$ cat config.mk
export PLATFORM = sky130hd
export DESIGN_NAME = multicycle_control_unit_flat
export DESIGN_NICKNAME = d
export VERILOG_FILES = /design/src/rtl/multicycle_control_unit_pkg.sv /design/src/rtl/multicycle_control_unit_if.sv /design/src/rtl/multicycle_control_unit_mem_wait_watchdog.sv /design/src/rtl/multicycle_control_unit.sv /design/src/flat_wrapper.sv
export SDC_FILE = /design/constraint.sdc
export NUM_CORES = 1
export LEC_CHECK = 0
export ABC_AREA = 1
export CORE_ASPECT_RATIO = 0.9
export CORE_UTILIZATION = 54
export CTS_CLUSTER_SIZE = 25
export DETAILED_ROUTE_END_ITERATION = 8
export PLACE_DENSITY_LB_ADDON = 0.25
export SYNTH_ARGS = -nofsm -noshare
export SYNTH_HDL_FRONTEND = slang
export SYNTH_SLANG_ARGS = --single-unit
$ cat constraint.sdc
create_clock -name clk -period 5.35 [get_ports clk]
set_input_delay 1.07 -clock clk [delete_from_list [all_inputs] [get_ports clk]]
set_output_delay 1.07 -clock clk [all_outputs]
set_load 0.05 [all_outputs]
$ cat src/rtl/multicycle_control_unit_pkg.sv
// Shared control definitions for the multicycle RV32I datapath.
// Holds the opcode constants, the ALU_Op class codes that the ALU control
// decoder also uses, the FSM state encoding, the datapath mux select
// encodings and the per-state Moore output table.
package multicycle_control_unit_pkg;

    // RV32I major opcodes (instruction[6:0])
    localparam logic [6:0] OpcR      = 7'b0110011;
    localparam logic [6:0] OpcI      = 7'b0010011;
    localparam logic [6:0] OpcLoad   = 7'b0000011;
    localparam logic [6:0] OpcStore  = 7'b0100011;
    localparam logic [6:0] OpcBranch = 7'b1100011;
    localparam logic [6:0] OpcLui    = 7'b0110111;
    localparam logic [6:0] OpcJal    = 7'b1101111;
    localparam logic [6:0] OpcJalr   = 7'b1100111;

    // ALU_Op class codes consumed by the ALU control decoder
    localparam logic [2:0] AluOpRType     = 3'b000;
    localparam logic [2:0] AluOpIType     = 3'b001;
    localparam logic [2:0] AluOpUType     = 3'b010;
    localparam logic [2:0] AluOpAddForce  = 3'b011;
    localparam logic [2:0] AluOpBranchCmp = 3'b100;
    localparam logic [2:0] AluOpJumpAdd   = 3'b101;

    // Mux select encodings
    localparam logic       IordPc      = 1'b0;
    localparam logic       IordAluOut  = 1'b1;
    localparam logic [1:0] WbAluOut    = 2'b00;
    localparam logic [1:0] WbMdr       = 2'b01;
    localparam logic [1:0] WbPcPlus4   = 2'b10;
    localparam logic [1:0] SrcAPc      = 2'b00;
    localparam logic [1:0] SrcARs1     = 2'b01;
    localparam logic [1:0] SrcAOldPc   = 2'b10;
    localparam logic [1:0] SrcBRs2     = 2'b00;
    localparam logic [1:0] SrcBFour    = 2'b01;
    localparam logic [1:0] SrcBImm     = 2'b10;
    localparam logic       PcSrcAlu    = 1'b0;
    localparam logic       PcSrcAluOut = 1'b1;

    typedef enum logic [3:0] {
        StFetch    = 4'd0,
        StDecode   = 4'd1,
        StExecR    = 4'd2,
        StExecI    = 4'd3,
        StExecU    = 4'd4,
        StAluWb    = 4'd5,
        StMemAddr  = 4'd6,
        StMemRead  = 4'd7,
        StMemWb    = 4'd8,
        StMemWrite = 4'd9,
        StBranch   = 4'd10,
        StJal      = 4'd11,
        StJalr     = 4'd12
    } state_e;

    typedef struct packed {
        logic       pc_write;
        logic       iord;
        logic       mem_read;
        logic       mem_write;
        logic       ir_write;
        logic       reg_write;
        logic [1:0] mem_to_reg;
        logic [1:0] alu_src_a;
        logic [1:0] alu_src_b;
        logic [2:0] alu_op;
        logic       pc_source;
    } ctrl_t;

    // Quiet value: every enable off, every select zero, ALU forced to add
    localparam ctrl_t CtrlReset = '{alu_op: AluOpAddForce, default: '0};

    function automatic logic is_known_opcode(input logic [6:0] opc);
        return (opc == OpcR) || (opc == OpcI) || (opc == OpcLoad) || (opc == OpcStore) ||
               (opc == OpcBranch) || (opc == OpcLui) || (opc == OpcJal) || (opc == OpcJalr);
    endfunction

    // States that issue a memory request and wait for Mem_Ready_i
    function automatic logic is_wait_state(input state_e s);
        return (s == StFetch) || (s == StMemRead) || (s == StMemWrite);
    endfunction

    // Moore output table. FETCH PC/IR writes and BRANCH PC write are
    // qualified by live inputs in the top level.
    function automatic ctrl_t ctrl_for_state(input state_e s);
        ctrl_t c;
        c = CtrlReset;
        unique case (s)
            StFetch: begin
                c.mem_read  = 1'b1;
                c.iord      = IordPc;
                c.ir_write  = 1'b1;
                c.pc_write  = 1'b1;
                c.alu_src_a = SrcAPc;
                c.alu_src_b = SrcBFour;
                c.pc_source = PcSrcAlu;
            end
            StDecode: begin
                c.alu_src_a = SrcAOldPc;
                c.alu_src_b = SrcBImm;
            end
            StExecR: begin
                c.alu_src_a = SrcARs1;
                c.alu_src_b = SrcBRs2;
                c.alu_op    = AluOpRType;
            end
            StExecI: begin
                c.alu_src_a = SrcARs1;
                c.alu_src_b = SrcBImm;
                c.alu_op    = AluOpIType;
            end
            StExecU: begin
                c.alu_src_b = SrcBImm;
                c.alu_op    = AluOpUType;
            end
            StAluWb: begin
                c.reg_write  = 1'b1;
                c.mem_to_reg = WbAluOut;
            end
            StMemAddr: begin
                c.alu_src_a = SrcARs1;
                c.alu_src_b = SrcBImm;
            end
            StMemRead: begin
                c.iord     = IordAluOut;
                c.mem_read = 1'b1;
            end
            StMemWb: begin
                c.reg_write  = 1'b1;
                c.mem_to_reg = WbMdr;
            end
            StMemWrite: begin
                c.iord      = IordAluOut;
                c.mem_write = 1'b1;
            end
            StBranch: begin
                c.alu_src_a = SrcARs1;
                c.alu_src_b = SrcBRs2;
                c.alu_op    = AluOpBranchCmp;
                c.pc_source = PcSrcAluOut;
            end
            StJal: begin
                c.reg_write  = 1'b1;
                c.mem_to_reg = WbPcPlus4;
                c.pc_source  = PcSrcAluOut;
                c.pc_write   = 1'b1;
            end
            StJalr: begin
                c.alu_src_a  = SrcARs1;
                c.alu_src_b  = SrcBImm;
                c.alu_op     = AluOpJumpAdd;
                c.pc_source  = PcSrcAlu;
                c.pc_write   = 1'b1;
                c.reg_write  = 1'b1;
                c.mem_to_reg = WbPcPlus4;
            end
            default: c = CtrlReset;
        endcase
        return c;
    endfunction

endpackage

$ cat src/rtl/multicycle_control_unit_if.sv
// Control/status bundle between the multicycle control unit and the datapath.
// master: the control unit (drives enables/selects, reads opcode/status).
// slave:  the datapath side (drives opcode/status, reads enables/selects).
interface multicycle_control_unit_if;
    logic [6:0] Opcode_i;
    logic       Branch_Taken_i;
    logic       Mem_Ready_i;
    logic       PC_Write_o;
    logic       IorD_o;
    logic       Mem_Read_o;
    logic       Mem_Write_o;
    logic       IR_Write_o;
    logic       Reg_Write_o;
    logic [1:0] Mem_to_Reg_o;
    logic [1:0] ALU_Src_A_o;
    logic [1:0] ALU_Src_B_o;
    logic [2:0] ALU_Op_o;
    logic       PC_Source_o;
    logic       Illegal_o;
    logic       Mem_Timeout_o;
    logic [3:0] State_o;

    modport master (
        input  Opcode_i, Branch_Taken_i, Mem_Ready_i,
        output PC_Write_o, IorD_o, Mem_Read_o, Mem_Write_o, IR_Write_o, Reg_Write_o,
        output Mem_to_Reg_o, ALU_Src_A_o, ALU_Src_B_o, ALU_Op_o, PC_Source_o,
        output Illegal_o, Mem_Timeout_o, State_o
    );

    modport slave (
        output Opcode_i, Branch_Taken_i, Mem_Ready_i,
        input  PC_Write_o, IorD_o, Mem_Read_o, Mem_Write_o, IR_Write_o, Reg_Write_o,
        input  Mem_to_Reg_o, ALU_Src_A_o, ALU_Src_B_o, ALU_Op_o, PC_Source_o,
        input  Illegal_o, Mem_Timeout_o, State_o
    );
endinterface

$ cat src/rtl/multicycle_control_unit_mem_wait_watchdog.sv
// Memory wait watchdog: counts cycles an access spends without Mem_Ready_i.
// Ports:
//   clk, reset  - clock and synchronous active-high reset
//   start_i     - entering a waiting state this cycle; clears the count
//   active_i    - a memory request is outstanding this cycle
//   ready_i     - memory completed the access this cycle
//   timeout_o   - WAIT_LIMIT-th consecutive cycle without ready (ready wins on a tie)
module multicycle_control_unit_mem_wait_watchdog #(
    parameter int unsigned WAIT_LIMIT = 16,
    parameter int unsigned CNT_WIDTH  = 5
) (
    input  logic clk,
    input  logic reset,
    input  logic start_i,
    input  logic active_i,
    input  logic ready_i,
    output logic timeout_o
);

    // count_q holds the number of earlier unready cycles, so this cycle is
    // number count_q + 1; the limit is hit when that equals WAIT_LIMIT.
    localparam logic [CNT_WIDTH-1:0] LastCnt = CNT_WIDTH'(WAIT_LIMIT - 1);

    logic [CNT_WIDTH-1:0] count_q, count_d;

    always_comb begin
        count_d = count_q;
        if (start_i) begin
            count_d = '0;
        end else if (active_i && !ready_i) begin
            count_d = count_q + 1'b1;
        end
    end

    always_ff @(posedge clk) begin
        if (reset) begin
            count_q <= '0;
        end else begin
            count_q <= count_d;
        end
    end

    assign timeout_o = active_i && !ready_i && (count_q == LastCnt);

endmodule

$ cat src/rtl/multicycle_control_unit.sv
// Main control FSM for the multicycle RV32I datapath.
// Sequences FETCH -> DECODE -> EXECUTE -> MEM -> WB per opcode, drives every
// datapath mux/enable and the ALU_Op class code, and aborts memory accesses
// that wait longer than WAIT_LIMIT cycles for Mem_Ready_i.
// Ports:
//   clk, reset - clock and synchronous active-high reset
//   bus        - control/status bundle (master side), see the interface file
module multicycle_control_unit
    import multicycle_control_unit_pkg::*;
#(
    parameter int unsigned WAIT_LIMIT = 16,
    parameter int unsigned CNT_WIDTH  = 5
) (
    input  logic                      clk,
    input  logic                      reset,
    multicycle_control_unit_if.master bus
);

    state_e state_q, state_d;
    ctrl_t  ctrl_q, ctrl_d, ctrl_out;
    logic   wait_start, wait_active, timeout;

    assign wait_active = is_wait_state(state_q);
    // Re-entering FETCH after a FETCH timeout must also restart the count
    assign wait_start  = is_wait_state(state_d) && ((state_d != state_q) || timeout);

    multicycle_control_unit_mem_wait_watchdog #(
        .WAIT_LIMIT (WAIT_LIMIT),
        .CNT_WIDTH  (CNT_WIDTH)
    ) u_mem_wait_watchdog (
        .clk       (clk),
        .reset     (reset),
        .start_i   (wait_start),
        .active_i  (wait_active),
        .ready_i   (bus.Mem_Ready_i),
        .timeout_o (timeout)
    );

    always_comb begin
        state_d = state_q;
        unique case (state_q)
            StFetch: begin
                // On timeout state_d stays FETCH and the request restarts
                if (bus.Mem_Ready_i) state_d = StDecode;
            end
            StDecode: begin
                unique case (bus.Opcode_i)
                    OpcR:               state_d = StExecR;
                    OpcI:               state_d = StExecI;
                    OpcLoad, OpcStore:  state_d = StMemAddr;
                    OpcBranch:          state_d = StBranch;
                    OpcLui:             state_d = StExecU;
                    OpcJal:             state_d = StJal;
                    OpcJalr:            state_d = StJalr;
                    default:            state_d = StFetch;
                endcase
            end
            StExecR, StExecI, StExecU: state_d = StAluWb;
            StMemAddr: begin
                state_d = (bus.Opcode_i == OpcLoad) ? StMemRead : StMemWrite;
            end
            StMemRead: begin
                if (bus.Mem_Ready_i)  state_d = StMemWb;
                else if (timeout)     state_d = StFetch;
            end
            StMemWrite: begin
                if (bus.Mem_Ready_i || timeout) state_d = StFetch;
            end
            default: state_d = StFetch;
        endcase
        // Outputs are registered alongside the state they belong to
        ctrl_d = ctrl_for_state(state_d);
    end

    always_ff @(posedge clk) begin
        if (reset) begin
            state_q <= StFetch;
            ctrl_q  <= ctrl_for_state(StFetch);
        end else begin
            state_q <= state_d;
            ctrl_q  <= ctrl_d;
        end
    end

    always_comb begin
        ctrl_out = ctrl_q;
        if (state_q == StFetch) begin
            ctrl_out.pc_write = bus.Mem_Ready_i;
            ctrl_out.ir_write = bus.Mem_Ready_i;
        end
        if (state_q == StBranch) begin
            ctrl_out.pc_write = bus.Branch_Taken_i;
        end
        if (timeout) begin
            ctrl_out.mem_read  = 1'b0;
            ctrl_out.mem_write = 1'b0;
        end
        // Reset aborts whatever access is in flight in this very cycle
        if (reset) begin
            ctrl_out = CtrlReset;
        end
    end

    assign bus.PC_Write_o    = ctrl_out.pc_write;
    assign bus.IorD_o        = ctrl_out.iord;
    assign bus.Mem_Read_o    = ctrl_out.mem_read;
    assign bus.Mem_Write_o   = ctrl_out.mem_write;
    assign bus.IR_Write_o    = ctrl_out.ir_write;
    assign bus.Reg_Write_o   = ctrl_out.reg_write;
    assign bus.Mem_to_Reg_o  = ctrl_out.mem_to_reg;
    assign bus.ALU_Src_A_o   = ctrl_out.alu_src_a;
    assign bus.ALU_Src_B_o   = ctrl_out.alu_src_b;
    assign bus.ALU_Op_o      = ctrl_out.alu_op;
    assign bus.PC_Source_o   = ctrl_out.pc_source;
    assign bus.Illegal_o     = !reset && (state_q == StDecode) && !is_known_opcode(bus.Opcode_i);
    assign bus.Mem_Timeout_o = !reset && timeout;
    assign bus.State_o       = state_q;

endmodule

$ cat src/flat_wrapper.sv
// flat-port wrapper written by rule: the top's interface ports become plain ports
module multicycle_control_unit_flat import multicycle_control_unit_pkg::*;
#(
    parameter int unsigned WAIT_LIMIT = 16,
    parameter int unsigned CNT_WIDTH  = 5
)
  (clk, reset, bus_Opcode_i, bus_Branch_Taken_i, bus_Mem_Ready_i, bus_PC_Write_o, bus_IorD_o, bus_Mem_Read_o, bus_Mem_Write_o, bus_IR_Write_o, bus_Reg_Write_o, bus_Mem_to_Reg_o, bus_ALU_Src_A_o, bus_ALU_Src_B_o, bus_ALU_Op_o, bus_PC_Source_o, bus_Illegal_o, bus_Mem_Timeout_o, bus_State_o);
  multicycle_control_unit_if bus_i ();
  input  logic clk;
  input  logic reset;
  input wire logic [$bits(bus_i.Opcode_i)-1:0] bus_Opcode_i;
  input wire logic [$bits(bus_i.Branch_Taken_i)-1:0] bus_Branch_Taken_i;
  input wire logic [$bits(bus_i.Mem_Ready_i)-1:0] bus_Mem_Ready_i;
  output wire logic [$bits(bus_i.PC_Write_o)-1:0] bus_PC_Write_o;
  output wire logic [$bits(bus_i.IorD_o)-1:0] bus_IorD_o;
  output wire logic [$bits(bus_i.Mem_Read_o)-1:0] bus_Mem_Read_o;
  output wire logic [$bits(bus_i.Mem_Write_o)-1:0] bus_Mem_Write_o;
  output wire logic [$bits(bus_i.IR_Write_o)-1:0] bus_IR_Write_o;
  output wire logic [$bits(bus_i.Reg_Write_o)-1:0] bus_Reg_Write_o;
  output wire logic [$bits(bus_i.Mem_to_Reg_o)-1:0] bus_Mem_to_Reg_o;
  output wire logic [$bits(bus_i.ALU_Src_A_o)-1:0] bus_ALU_Src_A_o;
  output wire logic [$bits(bus_i.ALU_Src_B_o)-1:0] bus_ALU_Src_B_o;
  output wire logic [$bits(bus_i.ALU_Op_o)-1:0] bus_ALU_Op_o;
  output wire logic [$bits(bus_i.PC_Source_o)-1:0] bus_PC_Source_o;
  output wire logic [$bits(bus_i.Illegal_o)-1:0] bus_Illegal_o;
  output wire logic [$bits(bus_i.Mem_Timeout_o)-1:0] bus_Mem_Timeout_o;
  output wire logic [$bits(bus_i.State_o)-1:0] bus_State_o;
  assign bus_i.Opcode_i = bus_Opcode_i;
  assign bus_i.Branch_Taken_i = bus_Branch_Taken_i;
  assign bus_i.Mem_Ready_i = bus_Mem_Ready_i;
  assign bus_PC_Write_o = bus_i.PC_Write_o;
  assign bus_IorD_o = bus_i.IorD_o;
  assign bus_Mem_Read_o = bus_i.Mem_Read_o;
  assign bus_Mem_Write_o = bus_i.Mem_Write_o;
  assign bus_IR_Write_o = bus_i.IR_Write_o;
  assign bus_Reg_Write_o = bus_i.Reg_Write_o;
  assign bus_Mem_to_Reg_o = bus_i.Mem_to_Reg_o;
  assign bus_ALU_Src_A_o = bus_i.ALU_Src_A_o;
  assign bus_ALU_Src_B_o = bus_i.ALU_Src_B_o;
  assign bus_ALU_Op_o = bus_i.ALU_Op_o;
  assign bus_PC_Source_o = bus_i.PC_Source_o;
  assign bus_Illegal_o = bus_i.Illegal_o;
  assign bus_Mem_Timeout_o = bus_i.Mem_Timeout_o;
  assign bus_State_o = bus_i.State_o;
  multicycle_control_unit #(.WAIT_LIMIT(WAIT_LIMIT), .CNT_WIDTH(CNT_WIDTH)) u_core (.clk(clk), .reset(reset), .bus(bus_i));
endmodule
==> impl_metrics.json <==
{
  "fin_worst_skew_ns": 0.00516,
  "synth_edf_count": 0,
  "dpl.hpwl_um": 2530,
  "crit_slowest_cell": "clkdlybuf4s50_1",
  "synth_area_mm2": 0.00151,
  "wire_per_inst_um": 10.9,
  "ys.flop_type": "dfxtp_1",
  "post-synth-top-area-cell": "dfxtp_1",
  "drive_gt1_share_pct": 14.0,
  "nFillCells": 206,
  "numCtsBuffers": 3,
  "critical_path.max_stage_delay_ns": 0.82,
  "globalRouteTotalUtil_pct": 24.3,
  "worstHoldPathType": "register to register",
  "firstDrtPassIters": 6,
  "crit_arrival_ns": 3.17,
  "synth_cell_types": 30,
  "io_buffers": 32,
  "fp.dieW_um": 57.8,
  "overflow": 0,
  "required_ns": 4.28,
  "max_slew.worst_pin.slew_ns": 0.607,
  "dieArea_mm2": 0.00301,
  "rows": 17,
  "worst-setup-path-type": "input port to output pin",
  "cts_max_level": 1,
  "relSlewSlack_pct": 59.4,
  "hold_viol": 0,
  "areaGrowthSynthToFinish_pct": 26.7,
  "num_vias": 1491,
  "clkSinkCount": 24,
  "drv_cap": 0,
  "ctsResizeCount": 0,
  "violations": "DRC",
  "routed_wl_um": 3190,
  "insertion_delay_ns": 0.33,
  "fmax_mhz": 236,
  "status": "finished with violations",
  "fin_tns_setup_ns": 0,
  "yosysSeqAreaShare_pct": 31.8,
  "die_h_um": 52.2,
  "async_reset_ff_share_pct": 0,
  "synth.area.top_cells": "dfxtp_1, nand2_1, nor2_1",
  "clk_pin_slew_worst_paths_ns": 0.13,
  "grt_pass1_wl_um": 5530,
  "drt_iter0_drc": 56,
  "core_area_mm2": 0.00255,
  "synth_fp_nets": 244,
  "whs_ns": 0.521,
  "grt_pass1_vias": 1331,
  "vias_per_cell": 5.09,
  "nets": 279,
  "setup_viol": 0,
  "path_cells": "clkdlybuf4s50_1, inv_1, o21ai_0, a31oi_1, clkdlybuf4s50_1",
  "endpoint_kind": "output pin",
  "crit_top_cell": "clkdlybuf4s50_1",
  "postSynthCellCount": 231,
  "startpoint_type": "input port",
  "initial_core_util_pct": 59.2,
  "min_period_over_period_pct": 79.3,
  "avgSynthCellArea_um2": 6.54,
  "synth.most_common_cell": "nand2_1",
  "cts_tree": "yes",
  "grt_max_degree": 20,
  "drc": 2,
  "crit_fanout": 19,
  "synth_warnings": 0,
  "peakVddDrop_uv": 121,
  "drv_slew": 0,
  "place.gp.congestion": 0.901,
  "synth_top_area_share_pct": 31.8,
  "ys_top_cells_by_count": "nand2_1, nor2_1, inv_1",
  "fin_crit_ns": 4.24,
  "rsz0062_at_grt": "false",
  "powerDensity_mw_per_mm2": 208,
  "cts_setup_buffers": 0,
  "diodes": 0,
  "holdBufCountCts": 0,
  "postRouteAntennaNets": 0,
  "ios": 33,
  "p_leak_uw": 0.000880,
  "antenna_found_initial": 0,
  "synth_seq_cells": 24,
  "clock_path_buffers": 2,
  "cts_root_buf": "clkbuf_4"
}
==> cell usage in the layout, fill, tap and decap left out, types with 4 or more instances in the layout <==
| cell | n |
|---|---|
| inv_2 | 5 |
| nand2_2 | 7 |
| a21oi_1 | 10 |
| dfxtp_1 | 24 |
| inv_1 | 38 |
| nand2_1 | 46 |
| nand3_1 | 11 |
| o21ai_0 | 4 |
| nor2_1 | 44 |
| nor2_2 | 5 |
| clkdlybuf4s50_1 | 32 |
==> where the power goes <==
part / switching [µW] / internal, µW
registers: 4.10 / 185
logic: 49.1 / 27.8
clock network: 57.8 / 75.9
total: 111 / 288
==> critical path, delay by kind of cell <==
kind	cells	cell delay [ns]
buf+inv	3	1.83
compound gates	2	0.27
==> registers in the layout, summed over array words and instances, names as in the netlist <==
signal,cells
u_core.ctrl_q,15
u_core.bus.State_o,4
u_core.u_mem_wait_watchdog.count_q,5
==> cell families after synthesis <==
family                   after synthesis  synth area share [%]
AND/OR/NAND/NOR                      130                  42.5
buffers and inverters                 47                  11.7
AO/OA/AOI/OAI                         24                  9.93
flip-flops                            24                  31.8
XOR/XNOR                               3                  1.74
adder cells (fa/ha/maj)                2                  1.66
multiplexers                           1                 0.662
==> worst paths after layout <==
kind	slack, ns	startpoint	endpoint	cells after the start
worst max register to register	3.31	u_core.u_mem_wait_watchdog.count_q[0]	u_core.ctrl_q[6]	12
worst min-delay path	0.52	u_core.u_mem_wait_watchdog.count_q[4]	u_core.u_mem_wait_watchdog.count_q[4]	2
worst max-delay path	1.11	reset	bus_PC_Write_o	5
worst min register to register	0.52	u_core.u_mem_wait_watchdog.count_q[4]	u_core.u_mem_wait_watchdog.count_q[4]	2
==> per-layer routing <==
metal	GRT usage (%)	vias up	routed length [µm]
li1	-	779	-
met1	30.4	668	1430
met2	42.1	39	1550
met3	4.44	5	169
met4	9.13	0	34
met5	0	-	0
==> through the flow <==
step / area (µm²) / std cells / utilization (%) / setup WS [ns] / total power, µW
3_3_place_gp: 1860 / 289 / 73.0 / 1.14 / 268
5_1_grt: 1920 / 293 / 75.0 / 1.01 / 418
4_1_cts: 1920 / 293 / 75.0 / 1.10 / 401
6_report: 1920 / 293 / 75.0 / 1.11 / 399
3_5_place_dp: 1860 / 289 / 73.0 / 1.10 / 269
2_1_floorplan: 1510 / 231 / - / 2.08 / 244
==> cell type report <==
cell class                 count  area (µm²)  area share, %
multi-input combinational    160         855           44.6
sequential                    24         480           25.1
timing repair buffer          33         328           17.1
inverter                      44         165           8.62
tap                           28        35.0           1.83
clock inverter                 1        30.0           1.57
clock buffer                   3        22.5           1.18
Note: power is estimated with default switching activity, not from simulation.
